--- src/rtl/dmem_port2_arbiter_pkg.sv ---
// Shared widths and requester indices for the RAM port-2 write arbiter.
package dmem_port2_arbiter_pkg;

  localparam int ADDR_W_DEF = 12;
  localparam int DATA_W_DEF = 32;
  localparam int CNT_W_DEF  = 16;

  localparam int REQ_UART = 0;
  localparam int REQ_SD   = 1;

endpackage

--- src/rtl/dmem_port2_arbiter_wr_slot.sv ---
// One-entry holding buffer for a background writer, with a valid/ready handshake.
module wr_slot #(
  parameter int ADDR_W = 12,
  parameter int DATA_W = 32
) (
  input  logic              clock,
  input  logic              reset,
  input  logic              in_valid,
  output logic              in_ready,
  input  logic [ADDR_W-1:0] in_addr,
  input  logic [DATA_W-1:0] in_data,
  input  logic              grant,
  output logic              full,
  output logic [ADDR_W-1:0] slot_addr,
  output logic [DATA_W-1:0] slot_data
);

  logic              full_q, full_d;
  logic [ADDR_W-1:0] addr_q, addr_d;
  logic [DATA_W-1:0] data_q, data_d;

  // A draining slot can be refilled on the same edge, so ready looks at grant.
  always_comb begin
    in_ready = !full_q || grant;
    full_d   = full_q;
    addr_d   = addr_q;
    data_d   = data_q;
    if (grant) begin
      full_d = 1'b0;
    end
    if (in_valid && in_ready) begin
      full_d = 1'b1;
      addr_d = in_addr;
      data_d = in_data;
    end
  end

  always_ff @(posedge clock or posedge reset) begin
    if (reset) begin
      full_q <= 1'b0;
      addr_q <= '0;
      data_q <= '0;
    end else begin
      full_q <= full_d;
      addr_q <= addr_d;
      data_q <= data_d;
    end
  end

  assign full      = full_q;
  assign slot_addr = addr_q;
  assign slot_data = data_q;

endmodule

--- src/rtl/dmem_port2_arbiter.sv ---
// Round-robin sharing of RAM write port 2 between the UART loader and the SD DMA,
// deferring any slot whose address collides with a processor store on port 1.
module dmem_port2_arbiter
  import dmem_port2_arbiter_pkg::*;
#(
  parameter int ADDR_W = ADDR_W_DEF,
  parameter int DATA_W = DATA_W_DEF,
  parameter int CNT_W  = CNT_W_DEF
) (
  input  logic              clock,
  input  logic              reset,
  input  logic              req0_valid,
  output logic              req0_ready,
  input  logic [ADDR_W-1:0] req0_addr,
  input  logic [DATA_W-1:0] req0_data,
  input  logic              req1_valid,
  output logic              req1_ready,
  input  logic [ADDR_W-1:0] req1_addr,
  input  logic [DATA_W-1:0] req1_data,
  input  logic              cpu_wen,
  input  logic [ADDR_W-1:0] cpu_addr,
  output logic              ram_wen2,
  output logic [ADDR_W-1:0] ram_addr2,
  output logic [DATA_W-1:0] ram_data2,
  output logic              busy,
  input  logic              cnt_clear,
  output logic [CNT_W-1:0]  cnt0,
  output logic [CNT_W-1:0]  cnt1
);

  logic [1:0]        full;
  logic [1:0]        eligible;
  logic [1:0]        grant;
  logic [ADDR_W-1:0] slot_addr0, slot_addr1;
  logic [DATA_W-1:0] slot_data0, slot_data1;

  logic              last_q, last_d;
  logic              wen_q, wen_d;
  logic [ADDR_W-1:0] addr_q, addr_d;
  logic [DATA_W-1:0] data_q, data_d;
  logic [CNT_W-1:0]  cnt0_q, cnt0_d;
  logic [CNT_W-1:0]  cnt1_q, cnt1_d;

  wr_slot #(.ADDR_W(ADDR_W), .DATA_W(DATA_W)) u_slot_uart (
    .clock     (clock),
    .reset     (reset),
    .in_valid  (req0_valid),
    .in_ready  (req0_ready),
    .in_addr   (req0_addr),
    .in_data   (req0_data),
    .grant     (grant[REQ_UART]),
    .full      (full[REQ_UART]),
    .slot_addr (slot_addr0),
    .slot_data (slot_data0)
  );

  wr_slot #(.ADDR_W(ADDR_W), .DATA_W(DATA_W)) u_slot_sd (
    .clock     (clock),
    .reset     (reset),
    .in_valid  (req1_valid),
    .in_ready  (req1_ready),
    .in_addr   (req1_addr),
    .in_data   (req1_data),
    .grant     (grant[REQ_SD]),
    .full      (full[REQ_SD]),
    .slot_addr (slot_addr1),
    .slot_data (slot_data1)
  );

  // The collision check uses the slot contents at grant time, not at accept time.
  always_comb begin
    eligible[REQ_UART] = full[REQ_UART] && !(cpu_wen && (cpu_addr == slot_addr0));
    eligible[REQ_SD]   = full[REQ_SD]   && !(cpu_wen && (cpu_addr == slot_addr1));
    grant = 2'b00;
    if (eligible[REQ_UART] && eligible[REQ_SD]) begin
      grant = (last_q == 1'(REQ_SD)) ? 2'b01 : 2'b10;
    end else if (eligible[REQ_UART]) begin
      grant = 2'b01;
    end else if (eligible[REQ_SD]) begin
      grant = 2'b10;
    end
  end

  always_comb begin
    last_d = last_q;
    wen_d  = |grant;
    addr_d = addr_q;
    data_d = data_q;
    cnt0_d = cnt0_q;
    cnt1_d = cnt1_q;
    if (grant[REQ_UART]) begin
      last_d = 1'(REQ_UART);
      addr_d = slot_addr0;
      data_d = slot_data0;
      if (cnt0_q != '1) cnt0_d = cnt0_q + CNT_W'(1);
    end else if (grant[REQ_SD]) begin
      last_d = 1'(REQ_SD);
      addr_d = slot_addr1;
      data_d = slot_data1;
      if (cnt1_q != '1) cnt1_d = cnt1_q + CNT_W'(1);
    end
    if (cnt_clear) begin
      cnt0_d = '0;
      cnt1_d = '0;
    end
  end

  // last resets to the SD index so the UART loader wins the first tie.
  always_ff @(posedge clock or posedge reset) begin
    if (reset) begin
      last_q <= 1'(REQ_SD);
      wen_q  <= 1'b0;
      addr_q <= '0;
      data_q <= '0;
      cnt0_q <= '0;
      cnt1_q <= '0;
    end else begin
      last_q <= last_d;
      wen_q  <= wen_d;
      addr_q <= addr_d;
      data_q <= data_d;
      cnt0_q <= cnt0_d;
      cnt1_q <= cnt1_d;
    end
  end

  assign ram_wen2  = wen_q;
  assign ram_addr2 = addr_q;
  assign ram_data2 = data_q;
  assign cnt0      = cnt0_q;
  assign cnt1      = cnt1_q;
  assign busy      = (|full) || wen_q;

endmodule

--- config.mk ---
export PLATFORM = sky130hd
export DESIGN_NAME = dmem_port2_arbiter
export DESIGN_NICKNAME = d
export VERILOG_FILES = /design/src/rtl/dmem_port2_arbiter_pkg.sv /design/src/rtl/dmem_port2_arbiter_wr_slot.sv /design/src/rtl/dmem_port2_arbiter.sv
export SDC_FILE = /design/constraint.sdc
export NUM_CORES = 1
export LEC_CHECK = 0
export BUFFER_PORTS_ARGS = -buffer_cell sky130_fd_sc_hd__buf_2
export CAP_MARGIN = 20
export CORE_ASPECT_RATIO = 0.9
export CORE_MARGIN = 4
export CORE_UTILIZATION = 48
export CTS_CLUSTER_DIAMETER = 200
export DETAILED_ROUTE_END_ITERATION = 10
export PLACE_DENSITY = 0.73
export RECOVER_POWER = 100
export SYNTH_ARGS = -nofsm -noshare
export SYNTH_HDL_FRONTEND = slang
export SYNTH_SLANG_ARGS = --single-unit
export TNS_END_PERCENT = 30
--- constraint.sdc ---
create_clock -name clock -period 4.6 [get_ports clock]
set_input_delay 0.46 -clock clock [delete_from_list [all_inputs] [get_ports clock]]
set_output_delay 0.46 -clock clock [all_outputs]
set_load 0.02 [all_outputs]
* After elaboration in Yosys (flattened, before gate mapping)
Cells that the tools add are included.
** Storage, ports and cells
- Flip-flop bits (word level) :: 168
- Bits of input ports :: 106
- Output and inout bits :: 80
- Word-level logic and storage cells :: 65
** Cells by class
- Add/sub/neg operators :: 2
- Eq/ne operators :: 5
- Muxes and demuxes :: 21
- Reduce and logical (&&, ||, !) cells :: 25
** Operators with widths (count)
- 16-bit 2-to-1 mux :: 7
- 32-bit 2-to-1 mux :: 2
- 16-bit by 1-bit adder with 16-bit output (second input constant) :: 2
- 16-bit inequality test (second input constant) :: 2
- 12-bit == test :: 2
- 12-bit 2-to-1 mux :: 2
- 2-bit nonzero test :: 7
- 2-bit 2-to-1 mux :: 4
- 1-bit logical AND :: 7
- 1-bit 2-to-1 mux :: 6
- 1-bit zero test :: 4
- 2-bit OR reduction :: 2
- 1-bit logical OR :: 3
- 3-bit AND reduction :: 1
- 2-bit inequality test (second input constant) :: 1
- 2-bit AND reduction :: 1

* Depth between registers and ports, before layout
Gate-level depths: netlist of the first run.
- Word-level depth :: 10
- Mapped depth :: 9
- Mapped depth without buffers :: 7

* Modules after synthesis
Synthesis of the first run repeated with hierarchy kept, for this count alone.
** Unflattened totals
- Cells, all modules :: 590
- Area total of the unflattened synthesis :: 7702.4 sq um
** Modules (own cells, without submodules)
- dmem_port2_arbiter :: instances 1, cells each 396, area an instance 3998.8 sq um
- wr_slot :: instances 2, cells each 97, area an instance 1851.8 sq um

* Worst setup path before layout of the first run
No wires, ideal clock.
- Path type :: input-to-output
- Start :: in cpu_addr[7]
- End :: out req1_ready
- Data arrival time :: 2.016 ns
- Required time :: 4.140 ns
- Setup slack :: 2.124 ns
- Stages on the path :: 6
- Buffers on the path :: 1
- Cell sequence :: xnor2_1 nand4_1 nor4_1 nor3_1 clkbuf_1 o21ai_0
** Between the ends
- Word-level cells in the longest chain between the ends :: 8
- Elaborated cells on any way between the ends :: 13
- Those cells by class :: eq/ne: 2; mux: 3; reduce/logical: 8
** RTL lines
- start, declared :: RTL line dmem_port2_arbiter.sv:21 : input logic [ADDR_W-1:0] cpu_addr,
- 12-bit == test :: RTL line dmem_port2_arbiter.sv:73 : eligible[REQ_SD] = full[REQ_SD] && !(cpu_wen && (cpu_addr == slot_addr1));
- 1-bit logical AND :: RTL line dmem_port2_arbiter.sv:73
- 1-bit zero test :: RTL line dmem_port2_arbiter.sv:73
- 1-bit logical AND :: RTL line dmem_port2_arbiter.sv:73
- 2-bit 2-to-1 mux :: RTL line dmem_port2_arbiter.sv:79 : end else if (eligible[REQ_SD]) begin
- 2-bit 2-to-1 mux :: RTL line dmem_port2_arbiter.sv:77 : end else if (eligible[REQ_UART]) begin
- 2-bit 2-to-1 mux (*) :: RTL line dmem_port2_arbiter.sv:75 : if (eligible[REQ_UART] && eligible[REQ_SD]) begin
- 1-bit logical OR (*) :: RTL line dmem_port2_arbiter_wr_slot.sv:24 : in_ready = !full_q || grant;
- end, declared :: RTL line dmem_port2_arbiter.sv:17 : output logic req1_ready,
Every way passes the cells marked *; elsewhere a longest branch is shown, timed or not.

* Worst setup path in the final report of the first run
- Start :: reg u_slot_uart.addr_q[9] (netlist: u_slot_uart.slot_addr[9])
- End :: reg u_slot_sd.addr_q[11] (netlist: u_slot_sd.slot_addr[11])
** Between the ends
- Word-level cells in the longest chain between the ends :: 8
- Elaborated cells on any way between the ends :: 9
- Those cells by class :: eq/ne: 1; mux: 2; reduce/logical: 6
** RTL lines
- start, declared :: RTL line dmem_port2_arbiter_wr_slot.sv:19 : logic [ADDR_W-1:0] addr_q, addr_d;
- start signal, assigned :: RTL line dmem_port2_arbiter_wr_slot.sv:45 : addr_q <= addr_d;
- 12-bit == test (*) :: RTL line dmem_port2_arbiter.sv:72 : eligible[REQ_UART] = full[REQ_UART] && !(cpu_wen && (cpu_addr == slot_addr0));
- 1-bit logical AND (*) :: RTL line dmem_port2_arbiter.sv:72
- 1-bit zero test (*) :: RTL line dmem_port2_arbiter.sv:72
- 1-bit logical AND (*) :: RTL line dmem_port2_arbiter.sv:72
- 2-bit 2-to-1 mux or 1-bit logical AND (tied branches) :: RTL line dmem_port2_arbiter.sv:77, dmem_port2_arbiter.sv:75
- 2-bit 2-to-1 mux (*) :: RTL line dmem_port2_arbiter.sv:75
- 1-bit logical OR (*) :: RTL line dmem_port2_arbiter_wr_slot.sv:24
- 1-bit logical AND (*) :: RTL line dmem_port2_arbiter_wr_slot.sv:31 : if (in_valid && in_ready) begin
- end signal, assigned :: RTL line dmem_port2_arbiter_wr_slot.sv:45
- end, declared :: RTL line dmem_port2_arbiter_wr_slot.sv:19
Marks and branches as above.
A chain may end at the register's enable or synchronous reset.

==> results of run 1 <==
power groups by stage:
stage	sequential (uW)	clock, uW	combinational, uW
after CTS	2180	1470	1540
final	2180	1450	1450
after global routing	2240	1550	1590
after global placement	2170	0	1500
after detailed placement	2200	0	1540
after floorplan	2400	0	769
stage by stage:
stage          std cells  setup WS (ps)  utilization (%)  instance area (um2)  hold slack [ps]
6_report            1025          883.4            60.43                 8955            269.5
5_1_grt             1025          627.2            60.43                 8955            247.9
4_1_cts             1021           1330            61.28                 9081            249.4
3_5_place_dp         989           1289            57.25                 8484            454.0
3_3_place_gp         989           1336            57.25                 8484            448.7
2_1_floorplan        629           2000                -                 7326            465.5
flip-flops by register name, summed over array words and instances (netlist names), 12 cells and up:
signal	count
u_slot_uart.slot_addr	12
cnt1	16
u_slot_uart.slot_data	32
cnt0	16
u_slot_sd.slot_addr	12
u_slot_sd.slot_data	32
ram_addr2	12
ram_data2	32
routing by layer:
metal	up-vias	GRT usage [%]	wire length [um]
met1	2861	28.39	7952
met4	4	8.193	513
li1	2637	-	-
met5	-	0	26
met3	40	6.873	1376
met2	239	35.82	9170
layout by cell type, fill, tap and decap left out, drive strengths merged, types with 10 or more instances in the layout:
| cell | n |
|---|---|
| a21oi | 27 |
| a22oi | 44 |
| buf | 110 |
| clkbuf | 106 |
| dfrtp | 167 |
| mux2 | 91 |
| nand2 | 106 |
| nand3 | 10 |
| nand4 | 14 |
| nor2 | 12 |
| o21ai | 13 |
| o31ai | 12 |
| or3 | 15 |
| or4 | 13 |
| xnor2 | 24 |
layout make-up:
| cell class | instances | area [um2] |
|---|---|---|
| Fill cell | 1297 | 5864 |
| Sequential cell | 168 | 4205 |
| Multi-Input combinational cell | 422 | 2958 |
| Timing Repair Buffer | 195 | 910.9 |
| Clock buffer | 21 | 450.4 |
| Tap cell | 198 | 247.7 |
| Clock inverter | 11 | 146.4 |
| Inverter | 8 | 31.28 |
| Antenna cell | 2 | 5.005 |
cell families (layout without fill, tap and decap cells):
group                    Yosys count  count (layout)  share of synthesized area, %
XOR/XNOR                          27              27                         3.230
buffers and inverters             39             235                         2.307
AO/OA/AOI/OAI                    107             107                         9.946
other                              0               2                             0
adder cells (fa/ha/maj)            2               2                        0.3417
AND/OR/NAND/NOR                  193             193                         12.47
multiplexers                      93              93                         14.27
flip-flops                       168             168                         57.43
worst max-delay path: stages (launching register included):
cell and delay [ps]:
dfrtp_1 400, xnor2_1 240, nand3_1 140, or4_1 710, a21oi_1 210, o21a_1 930
clkbuf_1 550, mux2_2 410
worst paths after layout:
kind / depth (start not counted) / from / endpoint / slack, ps
max: 7 / u_slot_uart.slot_addr[9] / u_slot_sd.slot_addr[11] / 880
min: 2 / req0_valid / u_slot_uart.full / 270
max reg2reg: 7 / u_slot_uart.slot_addr[9] / u_slot_sd.slot_addr[11] / 880
min reg2reg: 2 / ram_data2[26] / ram_data2[26] / 460
max in group asynchronous: 3 / reset / u_slot_sd.slot_addr[2] / 3610
min in group asynchronous: 3 / reset / ram_data2[0] / 320
==> key figures, run 1 <==
Run status
  • Status: finished with violations
  • Failing checks: max-capacitance violations, max-slew violations

Timing
  • TNS Setup: 0 ps
  • RSZ-0062 raised after global routing: no
  • Final setup fails: 0
  • Worst slew pin tran: around 1700 ps
  • Minimum clock period: roughly 3700 ps
  • Worst slew margin: -16.59%
  • Fin crit share: roughly four fifths
  • Final Hold Fails: 0
  • Pins Over Slew Limit: slightly above 40
  • Max frequency: 269.1 MHz
  • Clock skew: roughly 11 ps

Hold path
  • HP Class: primary input to flip-flop

Clock network
  • Num CTS Buffers: 17
  • Clk_lat worst skew: 420 ps
  • CTS H-tree depth: 4
  • Root buffer cell: clkbuf_16
  • Clock Pin Slew Worst Setup and Hold Paths: about 70 ps
  • Clock Sinks: ~170
  • CTS Buffer Depth: 2
  • Post-CTS Resized: 0
  • TritonCTS clock tree: built
  • Post-CTS Setup Repair Bufs: 0
  • CTS Hold Bufs: 0

Die
  • Core Area: around 15000 um2
  • Initial core utilization: 49.41%
  • DIE WIDTH: 138.2 um
  • DIE AREA: around 17000 um2
  • Rows: 42
  • Die Y: around 130 um
  • I/O Pins: ~190

Drt
  • Remaining antenna violation count: 0
  • Final WL: roughly 19 mm
  • Pre-antenna DRT Iters: 5
  • Initial DRC count: about 400
  • Wire per inst: about 19 um
  • Via-to-Cell Ratio: between 5 and 6
  • DR vias: between 5000 and 6000
  • Drt drc: 0

Synthesis
  • Post-synthesis cell count: approximately 630
  • Sequential fraction of the synthesis area: between 50% and 60%
  • EDFF count, synth: 0
  • Synth Cell Area: around 7300 um2
  • Mean post-synth cell area: between 10 and 15 um2
  • Synthesis-stage register bit count: approximately 170
  • Async SR Flop Fraction: 100.0%
  • Largest cells by area after synthesis: dfrtp_1, mux2_2, nand2_1, a22oi_1, xnor2_1
  • Yosys top cell by area: dfrtp_1
  • Most frequent cell after synthesis: dfrtp_1
  • Most frequent cells after synthesis: dfrtp_1, nand2_1, mux2_2
  • Top_reg_cell synth: dfrtp_1
  • Syn nets: around 740
  • Cell variety after synth: between 40 and 50
  • Top-area cell type share of the netlist area: 57.07%
  • Synth warn: 0

Place
  • IO Port Bufs: roughly 190
  • GP Congestion: 0.8541
  • Final HPWL DP: approximately 13 mm

Worst setup path
  • Element type at the critical path end: flip-flop
  • Crit path kind: flip-flop to flip-flop
  • CP Data Required Time: 4900 ps
  • Critical Path Source Type: flip-flop
  • CP arrival: around 4000 ps
  • CP Max Fanout: 23

GRT
  • Initial antenna violation count: 4
  • Overflow after GRT: 0
  • Vias in the first global route: 5968
  • Largest net degree at the start of global routing: about 170
  • Global Route Usage Sum: roughly 22%
  • First-pass GRT wire length: between 30 and 40 mm

Power
  • Peak VDD IR: ~0.41 mV
  • Pwr/cell area: 567.8 nW/um2
  • Reg power frac: 42.9%
  • Sw Pwr: 1754 uW
  • Static leakage: approximately 0.0039 uW
  • Power, Total: around 5000 uW
  • P_int: ~3300 uW
  • Clk pwr share: 28.5%
  • Switching share of power: 34.51%
  • Comb pwr share: 28.5%

Layout
  • Ratio of cells with drive above 1 in the final layout: between 20 and 30%
  • Layout Area Growth over Synthesis: 22.30%
  • Fin nets: slightly above 900

Job
  • Max cap viols: 2
Note: power is estimated with default switching activity, not from simulation.
==> inputs of run 2 (changes only) <==
Clock period 4.6 ns to 3.1 ns, I/O delays scaled along.
==> key figures, run 2 (same netlist as run 1, synthesis figures left out) <==
Run status
  • Status: finished with violations
  • Failing checks: max-capacitance violations, max-slew violations

Timing
  • Worst slew margin: -49.77%
  • Final Hold Fails: 0
  • Final setup fails: 0
  • Pins Over Slew Limit: ~170
  • Minimum clock period: about 2900 ps
  • Worst slew pin tran: around 2200 ps
  • RSZ-0062 raised after global routing: no
  • Fin crit share: 92.62%
  • TNS Setup: 0 ps
  • Max frequency: 348.3 MHz
  • Clock skew: 10.38 ps

Clock network
  • Num CTS Buffers: 17
  • Clock Sinks: 168
  • CTS H-tree depth: 4
  • Clk_lat worst skew: approximately 430 ps
  • TritonCTS clock tree: built
  • CTS Hold Bufs: 0
  • Clock Pin Slew Worst Setup and Hold Paths: ~60 ps
  • Root buffer cell: clkbuf_16
  • Post-CTS Setup Repair Bufs: 0
  • Post-CTS Resized: 0
  • CTS Buffer Depth: 2

GRT
  • Vias in the first global route: around 6000
  • Overflow after GRT: 0
  • Global Route Usage Sum: between 20% and 30%
  • Largest net degree at the start of global routing: about 170
  • Initial antenna violation count: 6
  • First-pass GRT wire length: 31.43 mm

Die
  • Core Area: 14820 um2
  • Die Y: approximately 130 um
  • Initial core utilization: around half
  • I/O Pins: around 190
  • Rows: 42
  • DIE AREA: around 17000 um2
  • DIE WIDTH: 138.2 um

Layout
  • Leading cell types in the layout, fill and taps excluded: dfrtp_1, nand2_1, buf_2
  • Commonest non-fill, non-tap cell in the layout: dfrtp_1
  • Ratio of cells with drive above 1 in the final layout: about 30%
  • Layout Area Growth over Synthesis: 22.25%
  • Final Cell Area: roughly 9000 um2
  • Util after Layout: 60.40%
  • Fin nets: 925
  • Non-Filler Instances: just over 1000

Drt
  • Initial DRC count: approximately 350
  • Wire per inst: 18.77 um
  • DR vias: between 5000 and 6000
  • Pre-antenna DRT Iters: 5
  • Remaining antenna violation count: 0
  • Via-to-Cell Ratio: around 5.6
  • Final WL: roughly 19 mm
  • Drt drc: 0

Worst setup path
  • CP Data Required Time: about 2800 ps
  • Slowest stage delay, CP: ~420 ps
  • Element type at the critical path end: output pin
  • Crit path kind: flip-flop to output pin
  • CP Max Fanout: 3
  • Critical Path Source Type: flip-flop
  • Cell mode on critical path: clkbuf_1
  • Cells along the critical path: xnor2_1, nand4_1, nor4_1, clkbuf_1, nor3_1, o21ai_0, clkbuf_1
  • CP arrival: approximately 2600 ps
  • CP max stage cell: o21ai_0

Job
  • Max cap viols: 1

Power
  • Static leakage: 0.003870 uW
  • Peak VDD IR: about 0.5 mV
  • Power, Total: approximately 7400 uW
  • Pwr/cell area: around 830 nW/um2

Place
  • GP Congestion: between 0.8 and 0.9
  • IO Port Bufs: 185
  • Dpl cell area: approximately 8500 um2
  • Cell Count Post-Placement: ~1000
  • Final HPWL DP: approximately 14 mm

Hold path
  • HP Class: primary input to flip-flop
## run 2: cell types whose count changed in the layout (fill, tap and decap cells not counted), moves of 2 or more
| cell | delta |
|---|---|
| clkbuf_2 | +5 |
| clkbuf_1 | -4 |
| clkbuf_8 | +4 |
| bufinv_16 | -3 |
| buf_4 | +2 |
## run 2: report_power, final
part / total, uW / leakage [uW] / switching (uW) / internal [uW]
clock network: 1980 / 0.000280 / 852 / 1130
registers: 3250 / 0.00204 / 423 / 2820
logic: 2180 / 0.00154 / 1340 / 833
## run 2: area by class of cell
class / instances / area (um2)
clock buffer: 22 / 494.2
tap: 198 / 247.7
clock inverter: 9 / 65.06
timing repair buffer: 200 / 929.6
fill: 1321 / 5868
sequential: 168 / 4205
multi-input combinational: 422 / 2968
inverter: 8 / 33.78
antenna: 3 / 7.507
## run 2: critical path: cells and delay by family, from the launching register on
| family | cells | cell delay, ps |
|---|---|---|
| buffers and inverters | 2 | 520 |
| AO/OA/AOI/OAI | 1 | 420 |
| flip-flops | 1 | 410 |
| AND/OR/NAND/NOR | 3 | 540 |
| XOR/XNOR | 1 | 250 |
## run 2: path summary, 6_finish.rpt
| check | startpoint | to | slack [ps] | cells after the start |
|---|---|---|---|---|
| hold reg to reg | ram_data2[3] | ram_data2[3] | 470 | 2 |
| max in group asynchronous | reset | ram_addr2[1] | 970 | 3 |
| min in group asynchronous | reset | ram_data2[0] | 700 | 3 |
| hold / removal | req0_addr[5] | u_slot_uart.slot_addr[5] | 110 | 2 |
| setup reg to reg | u_slot_uart.slot_addr[3] | u_slot_sd.slot_addr[8] | 270 | 7 |
| setup / recovery | u_slot_uart.slot_addr[0] | req1_ready | 230 | 7 |
## run 2: per-layer routing
layer	share of wire, %	wire length [um]	global-route usage, %
met3	7.8	1502	8.095
met4	1.9	359	6.682
met5	0.18	34	0
met1	41	8011	27.96
met2	49	9423	37.28
## run 2: through the flow
| step | hold WS, ps | worst slack [ps] |
|---|---|---|
| 5_1_grt | 102.7 | 49.94 |
| 4_1_cts | 99.08 | 175.2 |
| 3_3_place_gp | 445.2 | 361.7 |
| 3_5_place_dp | 450.4 | 313.5 |
| 2_1_floorplan | 418.4 | 650.1 |
| 6_report | 114.2 | 228.8 |
==> inputs of run 3 (changes only) <==
Settings changed: CORE_UTILIZATION 48 to 26, PLACE_DENSITY 0.73 to 0.42, SYNTH_HIERARCHICAL set to 1.
Clock period 3.1 ns to 3.5 ns, I/O delays scaled along.
==> key figures, run 3 <==
Run status
  • Status: finished with violations
  • Failing checks: max-capacitance violations, max-slew violations

Layout
  • Final Cell Area: about 9200 um2
  • Util after Layout: between 30% and 40%
  • Ratio of cells with drive above 1 in the final layout: 22.82%
  • Commonest non-fill, non-tap cell in the layout: dfrtp_1
  • Fin nets: 888
  • Non-Filler Instances: around 1200
  • Leading cell types in the layout, fill and taps excluded: dfrtp_1, buf_2, clkbuf_1
  • Layout Area Growth over Synthesis: 19.87%
  • Filler cells: between 3000 and 4000

Power
  • Pwr/cell area: approximately 840 nW/um2
  • Reg power frac: 43.0%
  • Switching share of power: a little under 40%
  • Peak VDD IR: roughly 0.4 mV
  • P_int: 4750 uW
  • Static leakage: ~0.004 uW
  • Sw Pwr: approximately 3000 uW
  • Clk pwr share: 23.3%
  • Comb pwr share: ~34%

Timing
  • Clock skew: around 13 ps
  • Worst slew margin: -45.58%
  • Minimum clock period: approximately 3200 ps
  • Worst slew pin tran: 2180 ps
  • RSZ-0062 raised after global routing: no
  • Final Hold Fails: 0
  • Final setup fails: 0
  • Max frequency: 308.7 MHz
  • Hold Slack: ~120 ps
  • TNS Setup: 0 ps
  • Fin crit share: between 90% and 100%
  • Pins Over Slew Limit: 77

Place
  • GP Congestion: around 0.74
  • IO Port Bufs: approximately 190
  • Cell Count Post-Placement: between 1000 and 1500
  • Final HPWL DP: about 16 mm
  • Dpl cell area: about 9000 um2

Worst setup path
  • CP Max Fanout: 12
  • CP Data Required Time: roughly 3200 ps
  • Slowest stage delay, CP: 650 ps
  • Element type at the critical path end: output pin
  • Cells along the critical path: xnor2_1, nand3_1, or4_1, a31o_1, inv_2, nand2b_1, clkbuf_1
  • CP max stage cell: or4_1
  • Crit path kind: flip-flop to output pin
  • WP buf/inv: 2
  • Critical Path Source Type: flip-flop
  • Family with the most delay on the worst path: simple AND/OR/NAND/NOR gates
  • CP arrival: between 2000 and 3000 ps

Drt
  • Wire per inst: a little under 20 um
  • Final WL: 23.22 mm
  • Via-to-Cell Ratio: 4.627
  • DR vias: ~5500
  • Initial DRC count: roughly 430
  • Remaining antenna violation count: 0
  • Drt drc: 0
  • Pre-antenna DRT Iters: 5

Die
  • Initial core utilization: 26.48%
  • Rows: 59
  • Core Area: between 20000 and 30000 um2
  • DIE WIDTH: ~190 um
  • DIE AREA: about 32000 um2
  • Die Y: about 170 um
  • I/O Pins: approximately 190

Clock network
  • TritonCTS clock tree: built
  • Num CTS Buffers: 17
  • CTS Buffer Depth: 2
  • Root buffer cell: clkbuf_16
  • Clock Sinks: 168
  • CTS H-tree depth: 4
  • Clock Pin Slew Worst Setup and Hold Paths: roughly 70 ps
  • Clk_lat worst skew: between 400 and 500 ps

GRT
  • Global Route Usage Sum: 14.10%
  • Vias in the first global route: ~5600
  • Initial antenna violation count: 10
  • First-pass GRT wire length: between 30 and 40 mm
  • Overflow after GRT: 0
  • Largest net degree at the start of global routing: 49

Synthesis
  • Synth Cell Area: between 7000 and 8000 um2
  • Most frequent cell after synthesis: dfrtp_1
  • Sequential fraction of the synthesis area: 54.60%
  • Most frequent cells after synthesis: dfrtp_1, mux2_4, inv_1
  • Cell variety after synth: between 40 and 50
  • Syn nets: around 700
  • Top_reg_cell synth: dfrtp_1
  • Top-area cell type share of the netlist area: between 50% and 60%
  • Synthesis-stage register bit count: roughly 170
  • Async SR Flop Fraction: 100.0%
  • EDFF count, synth: 0
  • Largest cells by area after synthesis: dfrtp_1, mux2_4, a222oi_1, mux2_2, xnor2_1
  • Yosys top cell by area: dfrtp_1
  • Mean post-synth cell area: around 13 um2
  • Synth warn: 6
  • Post-synthesis cell count: roughly 600

Hold path
  • HP Class: primary input to flip-flop

Job
  • Max cap viols: 2
## run 3: cell types whose count changed in the layout (fill, tap and decap cells not counted), sizes merged, moves of 4 or more
cell    change
nand2      -95
inv        +49
a222oi     +44
a22oi      -44
a21oi      -11
nor2       +10
mux2        +8
nor2b       +8
and3        +7
o31ai       -6
or3         -6
or4         -6
nand2b      +4
nor4        -4
## run 3: cells by family after synthesis
logic type / share of synthesized area (%)
DFF: 54.60
AOI/OAI and AO/OA: 9.487
and+or+nand+nor: 9.032
xor gates and xnor gates: 2.729
muxes: 18.50
adders and majority gates: 0.3248
buffers and inverters: 5.328
## run 3: routing by layer
metal	global-route usage, %	share of wire (%)	vias up
li1	-	-	2550
met3	5.601	7.7	31
met1	18.61	46	2745
met4	3.459	0.87	16
met2	21.86	45	169
met5	0	0.40	-
## run 3: area by class of cell
| type | instances | area (um2) | area share (%) |
|---|---|---|---|
| clock inverters | 13 | 111.4 | 1.206 |
| flip-flops and latches | 168 | 4205 | 45.55 |
| inverters | 54 | 203.9 | 2.209 |
| well taps | 396 | 495.5 | 5.367 |
| repair buffers | 203 | 974.7 | 10.56 |
| clock buffers | 19 | 432.9 | 4.689 |
| multi-input cells | 336 | 2804 | 30.37 |
| diodes | 2 | 5.005 | 0.05421 |
## run 3: path summary, 6_finish.rpt
path,from,cells past startpoint,slack (ps),endpoint
worst max-delay path,u_slot_uart/slot_addr[6],7,260,req1_ready
worst min-delay path,req0_data[23],2,120,u_slot_uart/slot_data[23]
worst max register to register,u_slot_sd/slot_addr[1],9,350,u_slot_sd/slot_data[14]
worst min register to register,u_slot_uart/slot_data[1],2,480,ram_data2[1]
max in group asynchronous,reset,5,640,cnt1[5]
min in group asynchronous,reset,3,430,ram_data2[7]
## run 3: power groups by stage
| stage | Clock (uW) | Sequential [uW] | Combinational (uW) |
|---|---|---|---|
| 5_1_grt | 1960 | 3450 | 2920 |
| 2_1_floorplan | 0 | 3560 | 2010 |
| 4_1_cts | 1880 | 3350 | 3190 |
| 3_5_place_dp | 0 | 3370 | 3190 |
| 6_report | 1810 | 3340 | 2620 |
| 3_3_place_gp | 0 | 3390 | 3160 |
## run 3: worst register-to-register path, cell delays in order, from the launching register on
cell and delay, ps:
dfrtp_1 420, xnor2_1 240, nand3_1 140, o41ai_1 500
a31o_1 450, inv_2 60, nand2b_1 220, nand2_4 230
clkbuf_4 390, mux2_2 390
## run 3: metrics by stage
step | worst slack, ps | power [uW]
final | 260.5 | 7764
after detailed placement | 240.1 | 6562
after CTS | 281.6 | 8416
after global routing | 60.63 | 8331
after global placement | 245.4 | 6546
after floorplan | 861.3 | 5563
## run 3: repair_timing
action | in CTS | in global routing
resized for setup | 0 | 0
hold buffers | 0 | 1
endpoints found under the hold margin | 0 | 6
buffers inserted | 0 | 0
